`src/rtl/mem_access_ctrl.sv`:
```
// Memory-stage data-bus access controller: turns a Memory-stage request into
// one bus transaction, presents completed load data to the pipeline, and
// raises a sticky error when the bus stalls a transaction for too long.

package mem_access_pkg;
    typedef struct packed {
        logic        valid;
        logic [31:0] addr;
        logic [1:0]  size;
        logic [3:0]  strobe;
        logic [31:0] data;
    } dbus_req_t;

    typedef struct packed {
        logic        addr_ok;
        logic        data_ok;
        logic [31:0] data;
    } dbus_resp_t;
endpackage

// state | meaning
// IDLE  | no transaction in flight; accept a new unflushed request
// ADDR  | request presented on dreq, waiting for addr_ok
// DATA  | address accepted, waiting for data_ok
// HOLD  | access complete, rdata valid until the pipeline advances or flushes
module mem_access_ctrl
    import mem_access_pkg::*;
#(
    parameter int unsigned TIMEOUT = 1000
) (
    input  logic        clk,
    input  logic        resetn,
    input  dbus_req_t   m_req,
    input  logic        advance,
    input  logic        flush,
    output dbus_req_t   dreq,
    input  dbus_resp_t  dresp,
    output logic        stall,
    output logic [31:0] rdata,
    output logic        rdata_valid,
    output logic        err
);

    localparam logic [15:0] TIMEOUT_C = 16'(TIMEOUT);

    typedef enum logic [1:0] {
        S_IDLE = 2'd0,
        S_ADDR = 2'd1,
        S_DATA = 2'd2,
        S_HOLD = 2'd3
    } state_t;

    state_t      state;
    state_t      state_nxt;

    logic [31:0] req_addr;
    logic [1:0]  req_size;
    logic [3:0]  req_strobe;
    logic [31:0] req_data;
    logic        dreq_valid;
    logic        drop;
    logic [15:0] wait_cnt;

    logic        waiting;
    logic        capture;
    logic        complete;
    logic        drop_eff;

    logic        dreq_valid_nxt;
    logic        rdata_valid_nxt;
    logic        drop_nxt;
    logic        err_nxt;
    logic [15:0] wait_cnt_nxt;

    // State register plus all registered outputs and the request register
    always_ff @(posedge clk or negedge resetn) begin
        if (!resetn) begin
            state       <= S_IDLE;
            req_addr    <= '0;
            req_size    <= '0;
            req_strobe  <= '0;
            req_data    <= '0;
            dreq_valid  <= 1'b0;
            rdata       <= '0;
            rdata_valid <= 1'b0;
            drop        <= 1'b0;
            wait_cnt    <= '0;
            err         <= 1'b0;
        end else begin
            state       <= state_nxt;
            if (capture) begin
                req_addr   <= m_req.addr;
                req_size   <= m_req.size;
                req_strobe <= m_req.strobe;
                req_data   <= m_req.data;
            end
            // Stores latch too; the value is simply meaningless to the pipeline
            if (complete) begin
                rdata <= dresp.data;
            end
            dreq_valid  <= dreq_valid_nxt;
            rdata_valid <= rdata_valid_nxt;
            drop        <= drop_nxt;
            wait_cnt    <= wait_cnt_nxt;
            err         <= err_nxt;
        end
    end

    // Next-state: a flushed transaction still finishes its handshake, then skips HOLD
    always_comb begin
        waiting   = (state == S_ADDR) || (state == S_DATA);
        drop_eff  = drop || flush;
        capture   = 1'b0;
        complete  = 1'b0;
        state_nxt = state;
        case (state)
            S_IDLE: begin
                if (m_req.valid && !flush) begin
                    capture   = 1'b1;
                    state_nxt = S_ADDR;
                end
            end
            S_ADDR: begin
                if (dresp.addr_ok && dresp.data_ok) begin
                    complete = 1'b1;
                end else if (dresp.addr_ok) begin
                    state_nxt = S_DATA;
                end
            end
            S_DATA: begin
                if (dresp.data_ok) begin
                    complete = 1'b1;
                end
            end
            S_HOLD: begin
                if (advance || flush) begin
                    state_nxt = S_IDLE;
                end
            end
            default: state_nxt = S_IDLE;
        endcase
        if (complete) begin
            state_nxt = drop_eff ? S_IDLE : S_HOLD;
        end
    end

    // Output/datapath next values, registered above so outputs never glitch
    always_comb begin
        dreq_valid_nxt  = (state_nxt == S_ADDR);
        rdata_valid_nxt = (state_nxt == S_HOLD);

        if (state_nxt == S_IDLE) begin
            drop_nxt = 1'b0;
        end else if (waiting && flush) begin
            drop_nxt = 1'b1;
        end else begin
            drop_nxt = drop;
        end

        if (capture) begin
            wait_cnt_nxt = '0;
        end else if (waiting && (wait_cnt != TIMEOUT_C)) begin
            wait_cnt_nxt = wait_cnt + 16'd1;
        end else begin
            wait_cnt_nxt = wait_cnt;
        end

        // Timeout only reports; the handshake keeps waiting
        err_nxt = err || (waiting && (wait_cnt_nxt == TIMEOUT_C));
    end

    assign dreq = '{valid:  dreq_valid,
                    addr:   req_addr,
                    size:   req_size,
                    strobe: req_strobe,
                    data:   req_data};

    assign stall = m_req.valid && (state != S_HOLD);

endmodule

```
`config.mk`:
```
export PLATFORM = sky130hd
export DESIGN_NAME = mem_access_ctrl
export DESIGN_NICKNAME = d
export VERILOG_FILES = /design/src/rtl/mem_access_ctrl.sv
export SDC_FILE = /design/constraint.sdc
export NUM_CORES = 1
export LEC_CHECK = 0
export ABC_CLOCK_PERIOD_IN_PS = 6800
export CORE_MARGIN = 4
export CORE_UTILIZATION = 46
export DETAILED_ROUTE_END_ITERATION = 8
export GPL_TIMING_DRIVEN = 0
export PLACE_DENSITY = 0.95
export SLEW_MARGIN = 20
export SYNTH_ARGS = -nofsm -noshare
export SYNTH_HDL_FRONTEND = slang
export SYNTH_SLANG_ARGS = --single-unit
export TNS_END_PERCENT = 100
```
`constraint.sdc`:
```
create_clock -name clk -period 6.8 [get_ports clk]
set_input_delay 0.68 -clock clk [delete_from_list [all_inputs] [get_ports clk]]
set_output_delay 0.68 -clock clk [all_outputs]
set_load 0.005 [all_outputs]
```
=== Yosys cells after proc, flatten, opt, wreduce, memory -nomap -nowiden ===
Index checks and enable logic that the tools add are counted.

* Logic and storage cells: 50
* Register bits: 124

* Multiplexer cells: 16
* Equality and inequality tests: 8
* $add $sub $neg: 1
* Reductions and logical operators: 14

{| class="wikitable"
|+ Operators with widths
! operator !! number
|-
| 16-bit two-way mux || 2
|-
| 16-bit by 1-bit adder with 16-bit output, second input constant || 1
|-
| 16-bit by 10-bit equality test with 1-bit output, second input constant || 1
|-
| 16-bit by 10-bit != test with 1-bit output, second input constant || 1
|-
| 2-bit two-way mux || 6
|-
| 2-bit equality test, second input constant || 3
|-
| 1-bit logical AND || 6
|-
| 1-bit two-way mux || 6
|-
| 2-bit one-hot mux with 3 select lines || 1
|-
| 2-bit by 1-bit equality test with 1-bit output, second input constant || 2
|-
| 2-bit zero test || 2
|-
| 1-bit logical OR || 4
|-
| 2-bit != test, second input constant || 1
|-
| 1-bit one-hot mux with 2 select lines || 1
|-
| 2-bit nonzero test || 1
|-
| 1-bit zero test || 1
|}

=== Longest topological paths before layout ===
Gate-level depths: netlist of the first run.

* Depth in word-level cells: 8
* Gate-level depth with buffers: 8

=== Worst setup path before layout of the first run ===
Ideal clock, no wire load.

* Kind: register to register
* Start: register state[0]
* End: register err
* Required time: 6.680 ns
* Path buffers: 0
* Slack: 4.524 ns
* Period minus slack after synthesis: 2.276 ns
* Cell stages (with the launch flop): 9
* Arrival: 2.156 ns
* Path through: dfrtp_1 -> inv_1 -> ha_1 -> nand4_4 -> or4_4 -> nor2_4 -> xnor2_1 -> a31o_1 -> a31o_1

* Cells in the longest elaborated chain, start to end: 8
* Elaborated cells between the ends (all ways): 11

{| class="wikitable"
|+ Ends and longest elaborated chain
! item !! line !! RTL
|-
| start: declaration || 53 || <nowiki>state_t state;</nowiki>
|-
| start signal: assignment || 90 || <nowiki>state <= state_nxt;</nowiki>
|-
| 2-bit by 1-bit equality test with 1-bit output / 2-bit equality test (equally long branches) || 111 || <nowiki>waiting = (state == S_ADDR) || (state == S_DATA);</nowiki>
|-
| 1-bit logical OR || 111 ||
|-
| 1-bit logical AND || 162 || <nowiki>end else if (waiting && (wait_cnt != TIMEOUT_C)) begin</nowiki>
|-
| 16-bit two-way mux || 162 ||
|-
| 16-bit two-way mux || 160 || <nowiki>if (capture) begin</nowiki>
|-
| 16-bit by 10-bit equality test with 1-bit output || 169 || <nowiki>err_nxt = err || (waiting && (wait_cnt_nxt == TIMEOUT_C));</nowiki>
|-
| 1-bit logical AND (*) || 169 ||
|-
| 1-bit logical OR (*) || 169 ||
|-
| named net err_nxt || 72 || <nowiki>logic err_nxt;</nowiki>
|-
| end signal: assignment || 105 || <nowiki>err <= err_nxt;</nowiki>
|-
| end: declaration || 41 || <nowiki>output logic err</nowiki>
|}

The timed path passes the listed nets; every way through them passes the cells marked *.
A chain may end at the register's enable or synchronous reset.

=== Worst setup path in the final report of the first run ===
* Start: register state[0]
* End: register rdata[21]

* Cells in the longest elaborated chain, start to end: 2
* Elaborated cells between the ends (all ways): 3

{| class="wikitable"
|+ Ends and longest elaborated chain
! item !! line !! RTL
|-
| 2-bit equality test / 2-bit by 1-bit equality test with 1-bit output (equally long branches) || 116 || <nowiki>case (state)</nowiki>
|-
| 1-bit one-hot mux with 2 select lines (*) || 116 ||
|-
| end signal: assignment || 99 || <nowiki>rdata <= dresp.data;</nowiki>
|-
| end: declaration || 39 || <nowiki>output logic [31:0] rdata,</nowiki>
|}

Every way passes the cells marked *; elsewhere a longest branch is shown, timed or not.

==> results by group, run 1 <==
Outcome
  • Status: finished clean

Timing
  • FMAX: about 360 MHz
  • Post-route setup slack: 4050 ps
  • Fin crit share: 40.5%
  • Setup violators final: 0
  • Setup TNS: 0 ps
  • Clk_skew: 6.03 ps
  • Max transition margin: ~58%
  • Final Slew Violations: 0
  • RSZ-0062 raised after global routing: false
  • Slew at the pin with the worst max-slew slack: 633 ps
  • Post-layout min period: 2750 ps
  • Final hold vios: 0

Setup path
  • Top delay family on crit path: buffers and inverters
  • R2r setup slk: a little over 4000 ps
  • Critical Path AT: roughly 3200 ps
  • CP max stage cell: ha_1
  • Buf/Inv on CP: 2
  • R2R Path Start: state[0]$_DFF_PN0_
  • Reg-to-reg endpoint: rdata[21]$_DFFE_PN0P_
  • Critical Path Start Type: register
  • CP peak stage delay: 530 ps
  • Crit-path max FO: 10
  • Worst setup EP type: register
  • Required time of the worst setup path: between 7000 and 8000 ps
  • Critical path cell sequence: inv_1 -> ha_1 -> nand2_1 -> nor2_1 -> clkbuf_1 -> mux2_2
  • R2r worst-path depth: 6
  • Critical path class: reg2reg

Min path
  • Worst Hold Class: in2async

Synthesis
  • Post-synthesis sequential area ratio: 61.2%
  • Syn_nets: just over 600
  • Avg Inst Size Synth: roughly 10 sq um
  • Flops & latches, synth: around 120
  • Library cells used by synthesis: between 40 and 50
  • Cells after synthesis: about 500
  • Synth Cell Area: roughly 5000 sq um
  • Yosys warns: 0

Die
  • Io pins: about 220
  • Row cnt: 38
  • Die width: roughly 110 um
  • Die area: between 10000 and 15000 sq um
  • Chip height: 113 um
  • Core area: around 11000 sq um
  • Initial Utilization: 47.0%

Placed design
  • Final HPWL DP: ~11 mm
  • Pre-CTS WS: roughly 4000 ps
  • IO Port Bufs: roughly 210
  • Gpl congestion: 0.858

Clock tree
  • Clock sink total: around 120
  • CTS root buffer: clkbuf_8
  • Clock Latency Late Sink: roughly 520 ps
  • CTS Buffer Depth: 2
  • Hold_buf cts: 0
  • Post-CTS sizing: 0
  • Clk slew on worst S/H paths: about 60 ps
  • Post-CTS setup buffer count: 0
  • Num CTS Buffers: 17
  • CTS tree: done
  • H-tree depth: 4

Pwr
  • Max IR drop VDD: 0.273 mV
  • Leakage: between 3 and 4 nW
  • P per Cell Area: approximately 430 nW/um^2

Cells and area
  • Number of antenna diodes: 0
  • Post-Route Utilization: between 70% and 80%
  • Area Overhead vs Synth: 57.8%
  • # fillers: about 710
  • Most frequent cells in the layout: 218 x nand2_1, 213 x clkdlybuf4s50_1, 124 x dfrtp_1, 32 x mux2_2, 27 x nor2_1
  • Most common library cell in the layout ignoring fill and taps: nand2_1
  • Nets: ~850
  • Layout cells sized above 1: roughly a tenth

Route
  • ANT nets after route: 0
  • Wirelength per Cell: between 15 and 20 um
  • Final wirelength: between 10 and 15 mm
  • Iteration-0 DRC Markers: about 240
  • Via count: roughly 4400
  • DRC viols: 0
  • Via/cell ratio: 4.97
  • First-pass DRT Iterations: 4

Global route
  • Initial antenna violation count: 0
  • Gr usage total: 24.0%
  • First-pass GRT wire length: 24.0 mm
  • Congestion Overflow GR: 0
  • Pin count of the biggest net entering global routing: approximately 70
  • Vias in the first global route: 4796

Flow run
  • Max-Cap Viols: 0
## through the flow
step	cells	total power, mW	hold slack (ps)	instance area, sq um
floorplan	498	1.73	384	5070
global route	885	3.68	126	8000
detailed placement	853	2.59	461	7420
global placement	852	2.50	457	7390
finish	885	3.46	108	8000
CTS	885	3.50	112	8000
## worst register-to-register path, stage by stage (launching register included)
cell and delay [ps]:
dfrtp_1 420, inv_1 110, ha_1 530, nand2_1 110, nor2_1 520, clkbuf_1 530
mux2_2 420
## registers in the layout, indices dropped and copies added, names as in the netlist, 2 cells and up
| signal | count |
|---|---|
| req_data | 32 |
| state | 2 |
| req_size | 2 |
| rdata | 32 |
| req_strobe | 4 |
| wait_cnt | 16 |
| req_addr | 32 |
## where the power goes
group	internal (mW)	total (mW)	switching, mW
Combinational	0.794	1.34	0.542
Sequential	1.05	1.24	0.189
Clock	0.566	0.883	0.317
## area by class of cell
type	count	area (sq um)	area share (%)
inverter	7	26.3	0.328
clock buffer	21	439	5.49
clock inverter	11	144	1.80
multi-input combinational	347	1860	23.3
sequential	124	3100	38.8
tap	140	175	2.19
timing repair buffer	215	2170	27.1
buffer	20	78.8	0.985
## cell usage after synthesis (all sizes together)
| cell | count | share of area [%] |
|---|---|---|
| a21o | 2 | 0.30 |
| dfrtp | 124 | 61 |
| o31ai | 2 | 0.30 |
| buf | 2 | 0.22 |
| xor2 | 6 | 1.0 |
| nand2 | 218 | 16 |
| nand4 | 4 | 0.79 |
| nor2b | 2 | 0.25 |
| nor3b | 1 | 0.15 |
| nand3 | 6 | 0.59 |
| o21ai | 2 | 0.20 |
| o211ai | 1 | 0.15 |
| nand4bb | 1 | 0.22 |
| mux2i | 1 | 0.20 |
| a31o | 2 | 0.35 |
| xnor2 | 7 | 1.2 |
| nand2b | 2 | 0.25 |
| inv | 7 | 0.52 |
| or3 | 2 | 0.27 |
| nand3b | 1 | 0.15 |
| a21oi | 6 | 0.59 |
| or3b | 1 | 0.17 |
| mux2 | 32 | 7.1 |
| ha | 7 | 1.7 |
| o41ai | 1 | 0.54 |
| a221oi | 1 | 0.17 |
| nor3 | 3 | 0.39 |
| a311oi | 1 | 0.17 |
| nor4 | 1 | 0.12 |
| or4 | 2 | 0.44 |
| and2 | 1 | 0.12 |
| nor2 | 29 | 2.3 |
| clkbuf | 18 | 1.3 |
| nor4b | 1 | 0.17 |
| and3 | 1 | 0.12 |
## cell families after synthesis
group	synth area share (%)
AND/OR/NAND/NOR	22.7
adder cells (fa/ha/maj)	1.73
flip-flops	61.2
XOR/XNOR	2.25
buffers and inverters	2.07
multiplexers	7.30
AO/OA/AOI/OAI	2.76
## metal layers
layer	up-vias	track usage [%]	wire [um]
met1	2151	24.7	5290
met4	0	9.62	338
met3	25	8.77	1090
li1	2065	-	-
met5	-	0	0
met2	155	44.0	8140
## worst max path at each step
| stage | from | to | slack (ps) | depth (start not counted) |
|---|---|---|---|---|
| after floorplan | state[0]$_DFF_PN0_ | err$_DFF_PN0_ | 4520 | 8 |
| after global placement | resetn | req_data[18]$_DFFE_PN0N_ | 530 | 1 |
| after detailed placement | dresp[32] | rdata[21]$_DFFE_PN0P_ | 3960 | 5 |
| after CTS | state[0]$_DFF_PN0_ | rdata[21]$_DFFE_PN0P_ | 4040 | 6 |
| after global routing | state[0]$_DFF_PN0_ | rdata[21]$_DFFE_PN0P_ | 3890 | 6 |
| final | state[0]$_DFF_PN0_ | rdata[21]$_DFFE_PN0P_ | 4050 | 6 |
Note: power is estimated with default switching activity, not from simulation.
==> inputs of run 2 (changes only) <==
--- a/config.mk
+++ b/config.mk
@@ -5,12 +5,12 @@
 export SDC_FILE = /design/constraint.sdc
 export NUM_CORES = 1
 export LEC_CHECK = 0
-export ABC_CLOCK_PERIOD_IN_PS = 6800
+export ABC_CLOCK_PERIOD_IN_PS = 2650
 export CORE_MARGIN = 4
-export CORE_UTILIZATION = 46
+export CORE_UTILIZATION = 43
 export DETAILED_ROUTE_END_ITERATION = 8
 export GPL_TIMING_DRIVEN = 0
-export PLACE_DENSITY = 0.95
+export PLACE_DENSITY = 0.91
 export SLEW_MARGIN = 20
 export SYNTH_ARGS = -nofsm -noshare
 export SYNTH_HDL_FRONTEND = slang
==> constraint.sdc (replaced) <==
create_clock -name clk -period 2.65 [get_ports clk]
set_input_delay 0.265 -clock clk [delete_from_list [all_inputs] [get_ports clk]]
set_output_delay 0.265 -clock clk [all_outputs]
set_load 0.005 [all_outputs]
==> results by group, run 2 (synthesis gave the netlist of run 1 again) <==
Clock tree
  • CTS Buffer Depth: 2 (unchanged)
  • Clock Latency Late Sink: 410 ps (-110 ps)
  • Num CTS Buffers: 17 (unchanged)
  • Clock sink total: 124 (unchanged)
  • CTS tree: done
  • CTS root buffer: clkbuf_16
  • H-tree depth: 4 (unchanged)
  • Clk slew on worst S/H paths: 50 ps (about the same)

Route
  • ANT nets after route: 0 (unchanged)
  • Iteration-0 DRC Markers: 256 (+4.9%)
  • First-pass DRT Iterations: 5 (+1)
  • Via count: 4396 (unchanged)
  • Via/cell ratio: 4.94 (-0.45%)
  • Wirelength per Cell: 17.1 um (+1.8%)
  • DRC viols: 0 (unchanged)
  • Final wirelength: 15.2 mm (+2.2%)

Timing
  • RSZ-0062 raised after global routing: false
  • Final Slew Violations: 0 (unchanged)
  • Final hold vios: 0 (unchanged)
  • Slew at the pin with the worst max-slew slack: 644 ps (+11.5 ps)
  • Fin crit share: 95.0% (+55 points)
  • Setup TNS: 0 ps (unchanged)
  • Setup violators final: 0 (unchanged)
  • Max transition margin: 57.0% (-0.61 points)
  • Post-layout min period: 2520 ps (-234 ps)
  • Clk_skew: 4.01 ps (-2.01 ps)
  • FMAX: 397 MHz (+9.3%)

Cells and area
  • Most common library cell in the layout ignoring fill and taps: nand2_1
  • Post-route cell area: 8010 sq um (+0.14%)
  • Area Overhead vs Synth: 58.0%
  • Post-Route Utilization: 69.9% (-4.3 points)
  • Most frequent cells in the layout: 218 x nand2_1, 213 x clkdlybuf4s50_1, 124 x dfrtp_1, 32 x mux2_2, 26 x nor2_1
  • Nets: 849 (+0.12%)
  • Number of antenna diodes: 0 (unchanged)
  • Layout cells sized above 1: 10.1% (+0.25 points)
  • Top flop regs: rdata (32), req_addr (32), req_data (32)

Die
  • Die width: 117 um (+3.2%)
  • Core area: 11500 sq um (+6.2%)
  • Chip height: 117 um (+3.2%)
  • Initial Utilization: 44.2% (-2.8 points)
  • Row cnt: 39 (+2.6%)
  • Io pins: 215 (unchanged)
  • Die area: 13600 sq um (+6.5%)

Min path
  • Worst Hold Class: in2reg

Setup path
  • Crit-path max FO: 10 (unchanged)
  • Critical Path AT: 2810 ps (-340 ps)
  • Worst setup EP type: register
  • Critical Path Start Type: register
  • Required time of the worst setup path: 2940 ps (-4260 ps)
  • Critical path class: reg2reg

Flow run
  • Max-Cap Viols: 0 (unchanged)

Pwr
  • P per Cell Area: 1110 nW/um^2 (+160%)
  • Tot Pwr: 8.88 mW (+160%)
  • Leakage: 3.73 nW (+0.21%)
  • Max IR drop VDD: 0.614 mV (+130%)

Global route
  • First-pass GRT wire length: 23.9 mm (-0.26%)
  • Congestion Overflow GR: 0 (unchanged)
  • Initial antenna violation count: 0 (unchanged)
  • Gr usage total: 23.1% (-0.91 points)
  • Vias in the first global route: 4791 (-0.10%)
  • Pin count of the biggest net entering global routing: 70 (-2.8%)

Placed design
  • IO Port Bufs: 214 (unchanged)
  • Gpl congestion: 0.863 (+0.64%)
  • Dpl cell area: 7420 sq um (about the same)
  • Final HPWL DP: 11.0 mm (-1.6%)

Outcome
  • Status: finished clean
-- run 2: cell type report --
type	instances	area [sq um]
multi-input combinational	347	1870
buffer	20	80.1
timing repair buffer	216	2180
fill	785	3460
clock buffer	26	519
sequential	124	3100
clock inverter	6	57.6
inverter	7	26.3
tap	143	179
-- run 2: metal layers --
metal	track usage [%]	share of wire, %	vias up
li1	-	-	2064
met2	41.4	55	166
met1	24.3	34	2128
met5	0	0	-
met3	8.96	8.1	38
met4	9.40	2.8	0
-- run 2: path summary, 6_finish.rpt --
check                      slack [ps]  depth (start not counted)                    start                        to
max in group asynchronous        1500                          3                   resetn  req_addr[29]$_DFFE_PN0N_
min reg2reg                       470                          2  req_addr[3]$_DFFE_PN0N_   req_addr[3]$_DFFE_PN0N_
max reg2reg                       130                          6       state[0]$_DFF_PN0_     rdata[30]$_DFFE_PN0P_
max                               130                          6       state[0]$_DFF_PN0_     rdata[30]$_DFFE_PN0P_
min                               380                          3                m_req[54]  req_addr[16]$_DFFE_PN0N_
min in group asynchronous         410                          2                   resetn  req_data[16]$_DFFE_PN0N_
-- run 2: power breakdown --
group	switching (mW)	leakage (nW)	internal [mW]
sequential	0.494	1.56	2.70
combinational	1.41	1.88	2.04
clock	0.790	0.286	1.43
-- run 2: repair_timing --
action | 4_1_cts | 5_1_grt
resized for setup | 1 | 2
gates cloned | 0 | 0
setup buffers | 0 | 0
hold buffers | 1 | 0
setup endpoints to repair | 8 | 2
endpoints found under the hold margin | 68 | 0
-- run 2: critical path: stages (launching register included) --
cell	delay, ps
dfrtp_1	410
inv_1	110
ha_1	490
nand2_1	130
nor2_2	380
clkbuf_1	470
mux2_2	410
-- run 2: metrics by stage --
| stage | std cells | hold WS (ps) | setup slack (ps) |
|---|---|---|---|
| finish | 889 | 382 | 132 |
| detailed placement | 856 | 314 | 14.9 |
| CTS | 889 | 377 | 145 |
| global route | 889 | 390 | 3.59 |
| global placement | 855 | 458 | -3230 |
| floorplan | 498 | -30.6 | 374 |
==> inputs of run 3 (changes only) <==
--- a/config.mk
+++ b/config.mk
@@ -9,7 +9,7 @@
 export CORE_MARGIN = 4
 export CORE_UTILIZATION = 43
 export DETAILED_ROUTE_END_ITERATION = 8
-export GPL_TIMING_DRIVEN = 0
+export GPL_TIMING_DRIVEN = 1
 export PLACE_DENSITY = 0.91
 export SLEW_MARGIN = 20
 export SYNTH_ARGS = -nofsm -noshare
==> results by group, run 3 (synthesis gave the netlist of run 1 again) <==
Route
  • First-pass DRT Iterations: 4 (-1)
  • Final wirelength: 14.5 mm (-4.3%)
  • Via count: 4323 (-1.7%)
  • Wirelength per Cell: 16.6 um (-3.0%)
  • Via/cell ratio: 4.93 (-0.32%)
  • Iteration-0 DRC Markers: 200 (-22%)
  • DRC viols: 0 (unchanged)
  • ANT nets after route: 0 (unchanged)

Pwr
  • Clock network fraction of design power: 24.7% (-0.3 points)
  • P per Cell Area: 1090 nW/um^2 (-1.2%)
  • Int Pwr: 6.11 mW (-1.2%)
  • Max IR drop VDD: 0.680 mV (+11%)
  • Switch share: 30.1% (-0.27 points)
  • Seq pwr share: 36.4% (+0.4 points)
  • P_sw: 2.63 mW (-2.4%)
  • Combinational Power Share: 39.0% (about the same)
  • Leakage: 3.73 nW (about the same)
  • Tot Pwr: 8.74 mW (-1.6%)

Cells and area
  • Area Overhead vs Synth: 57.4%
  • Nets: 837 (-1.4%)
  • Most common library cell in the layout ignoring fill and taps: nand2_1
  • Post-route cell area: 7980 sq um (-0.36%)
  • Number of antenna diodes: 0 (unchanged)
  • Top flop regs: rdata (32), req_addr (32), req_data (32)
  • Most frequent cells in the layout: 218 x nand2_1, 213 x clkdlybuf4s50_1, 124 x dfrtp_1, 32 x mux2_2, 26 x nor2_1
  • Layout cells sized above 1: 11.2% (+1.1 points)

Setup path
  • R2R Path Start: state[0]$_DFF_PN0_
  • R2r worst-path depth: 8 (+2)
  • Required time of the worst setup path: 2960 ps (+20 ps)
  • Worst setup EP type: register
  • Crit-path max FO: 7 (-3)
  • Reg-to-reg endpoint: err$_DFF_PN0_
  • Critical Path AT: 2790 ps (-20 ps)
  • Critical Path Start Type: register
  • R2r setup slk: 170 ps (+40 ps)
  • Critical path class: reg2reg

Global route
  • Gr usage total: 22.2% (-0.96 points)
  • First-pass GRT wire length: 23.2 mm (-2.9%)
  • Pin count of the biggest net entering global routing: 63 (-10%)
  • Congestion Overflow GR: 0 (unchanged)
  • Initial antenna violation count: 0 (unchanged)
  • Vias in the first global route: 4666 (-2.6%)

Clock tree
  • Post-CTS sizing: 0 (-1)
  • Clock Latency Late Sink: 420 ps (about the same)
  • Clk slew on worst S/H paths: 50 ps (about the same)
  • Num CTS Buffers: 17 (unchanged)
  • CTS tree: done
  • CTS root buffer: clkbuf_16
  • CTS Buffer Depth: 2 (unchanged)
  • Clock sink total: 124 (unchanged)
  • Hold_buf cts: 1 (unchanged)
  • Post-CTS setup buffer count: 0 (unchanged)
  • H-tree depth: 4 (unchanged)

Timing
  • Setup TNS: 0 ps (unchanged)
  • Final Hold Slack: 373 ps (-8.46 ps)
  • Max transition margin: 47.1% (-9.9 points)
  • Post-layout min period: 2480 ps (-38.3 ps)
  • Slew at the pin with the worst max-slew slack: 793 ps (+149 ps)
  • Setup violators final: 0 (unchanged)
  • RSZ-0062 raised after global routing: false
  • Post-route setup slack: 170 ps (+38.3 ps)
  • Fin crit share: 93.6% (-1.4 points)
  • Clk_skew: 9.70 ps (+5.69 ps)
  • Final Slew Violations: 0 (unchanged)
  • FMAX: 403 MHz (+1.5%)
  • Final hold vios: 0 (unchanged)

Min path
  • Worst Hold Launch: m_req[7]
  • Hold path endpoint: req_data[7]$_DFFE_PN0N_
  • Hold Path Stages: 3 (unchanged)
  • Worst Hold Class: in2reg

Placed design
  • IO Port Bufs: 214 (unchanged)
  • Final HPWL DP: 10.5 mm (-5.0%)
  • Dpl cell area: 7410 sq um (-0.13%)
  • Gpl congestion: 0.958 (+11%)
  • Pre-CTS WS: 186 ps (+171 ps)

Die
  • Row cnt: 39 (unchanged)
  • Io pins: 215 (unchanged)
  • Die width: 117 um (unchanged)
  • Die area: 13600 sq um (unchanged)
  • Chip height: 117 um (unchanged)
  • Initial Utilization: 44.2% (unchanged)
  • Core area: 11500 sq um (unchanged)

Outcome
  • Status: finished clean

Flow run
  • Max-Cap Viols: 0 (unchanged)
[run 3: through the flow]
step                      instances  utilization [%]
after global placement          844             64.6
after CTS                       877             69.6
after floorplan                 498                -
after global routing            877             69.6
final                           877             69.6
after detailed placement        844             64.6
[run 3: worst max path at each step]
stage,startpoint,endpoint,cells past startpoint
6_report,state[0]$_DFF_PN0_,err$_DFF_PN0_,8
5_1_grt,state[0]$_DFF_PN0_,err$_DFF_PN0_,8
4_1_cts,state[0]$_DFF_PN0_,err$_DFF_PN0_,8
3_5_place_dp,state[1]$_DFF_PN0_,err$_DFF_PN0_,8
3_3_place_gp,state[0]$_DFF_PN0_,err$_DFF_PN0_,8
2_1_floorplan,state[0]$_DFF_PN0_,err$_DFF_PN0_,8
[run 3: layer usage]
metal	vias up	wire length, um	track usage (%)
met4	0	485	10.2
met3	40	937	7.88
li1	2038	-	-
met2	149	7770	38.4
met1	2096	5350	24.4
met5	-	0	0
[run 3: final cells by class]
class	instances	area (sq um)
clock inverters	6	32.5
clock buffers	26	529
well taps	143	179
multi-input cells	347	1870
inverters	7	26.3
repair buffers	224	2240
flip-flops and latches	124	3100
fillers	807	3480
[run 3: power by group through the flow]
stage | Clock (mW) | Sequential (mW) | Combinational, mW
after global routing | 2.29 | 3.28 | 3.72
final | 2.16 | 3.18 | 3.41
after floorplan | 0 | 3.21 | 1.23
after detailed placement | 0 | 3.19 | 3.41
after CTS | 2.19 | 3.18 | 3.45
after global placement | 0 | 3.14 | 3.29
[run 3: critical path: stages, from the launching register on]
cell     delay, ps
dfrtp_1        390
inv_1          100
ha_1           500
nand4_4        180
or4_4          550
nor2_4         140
xnor2_1         90
a31o_1         220
a31o_1         210
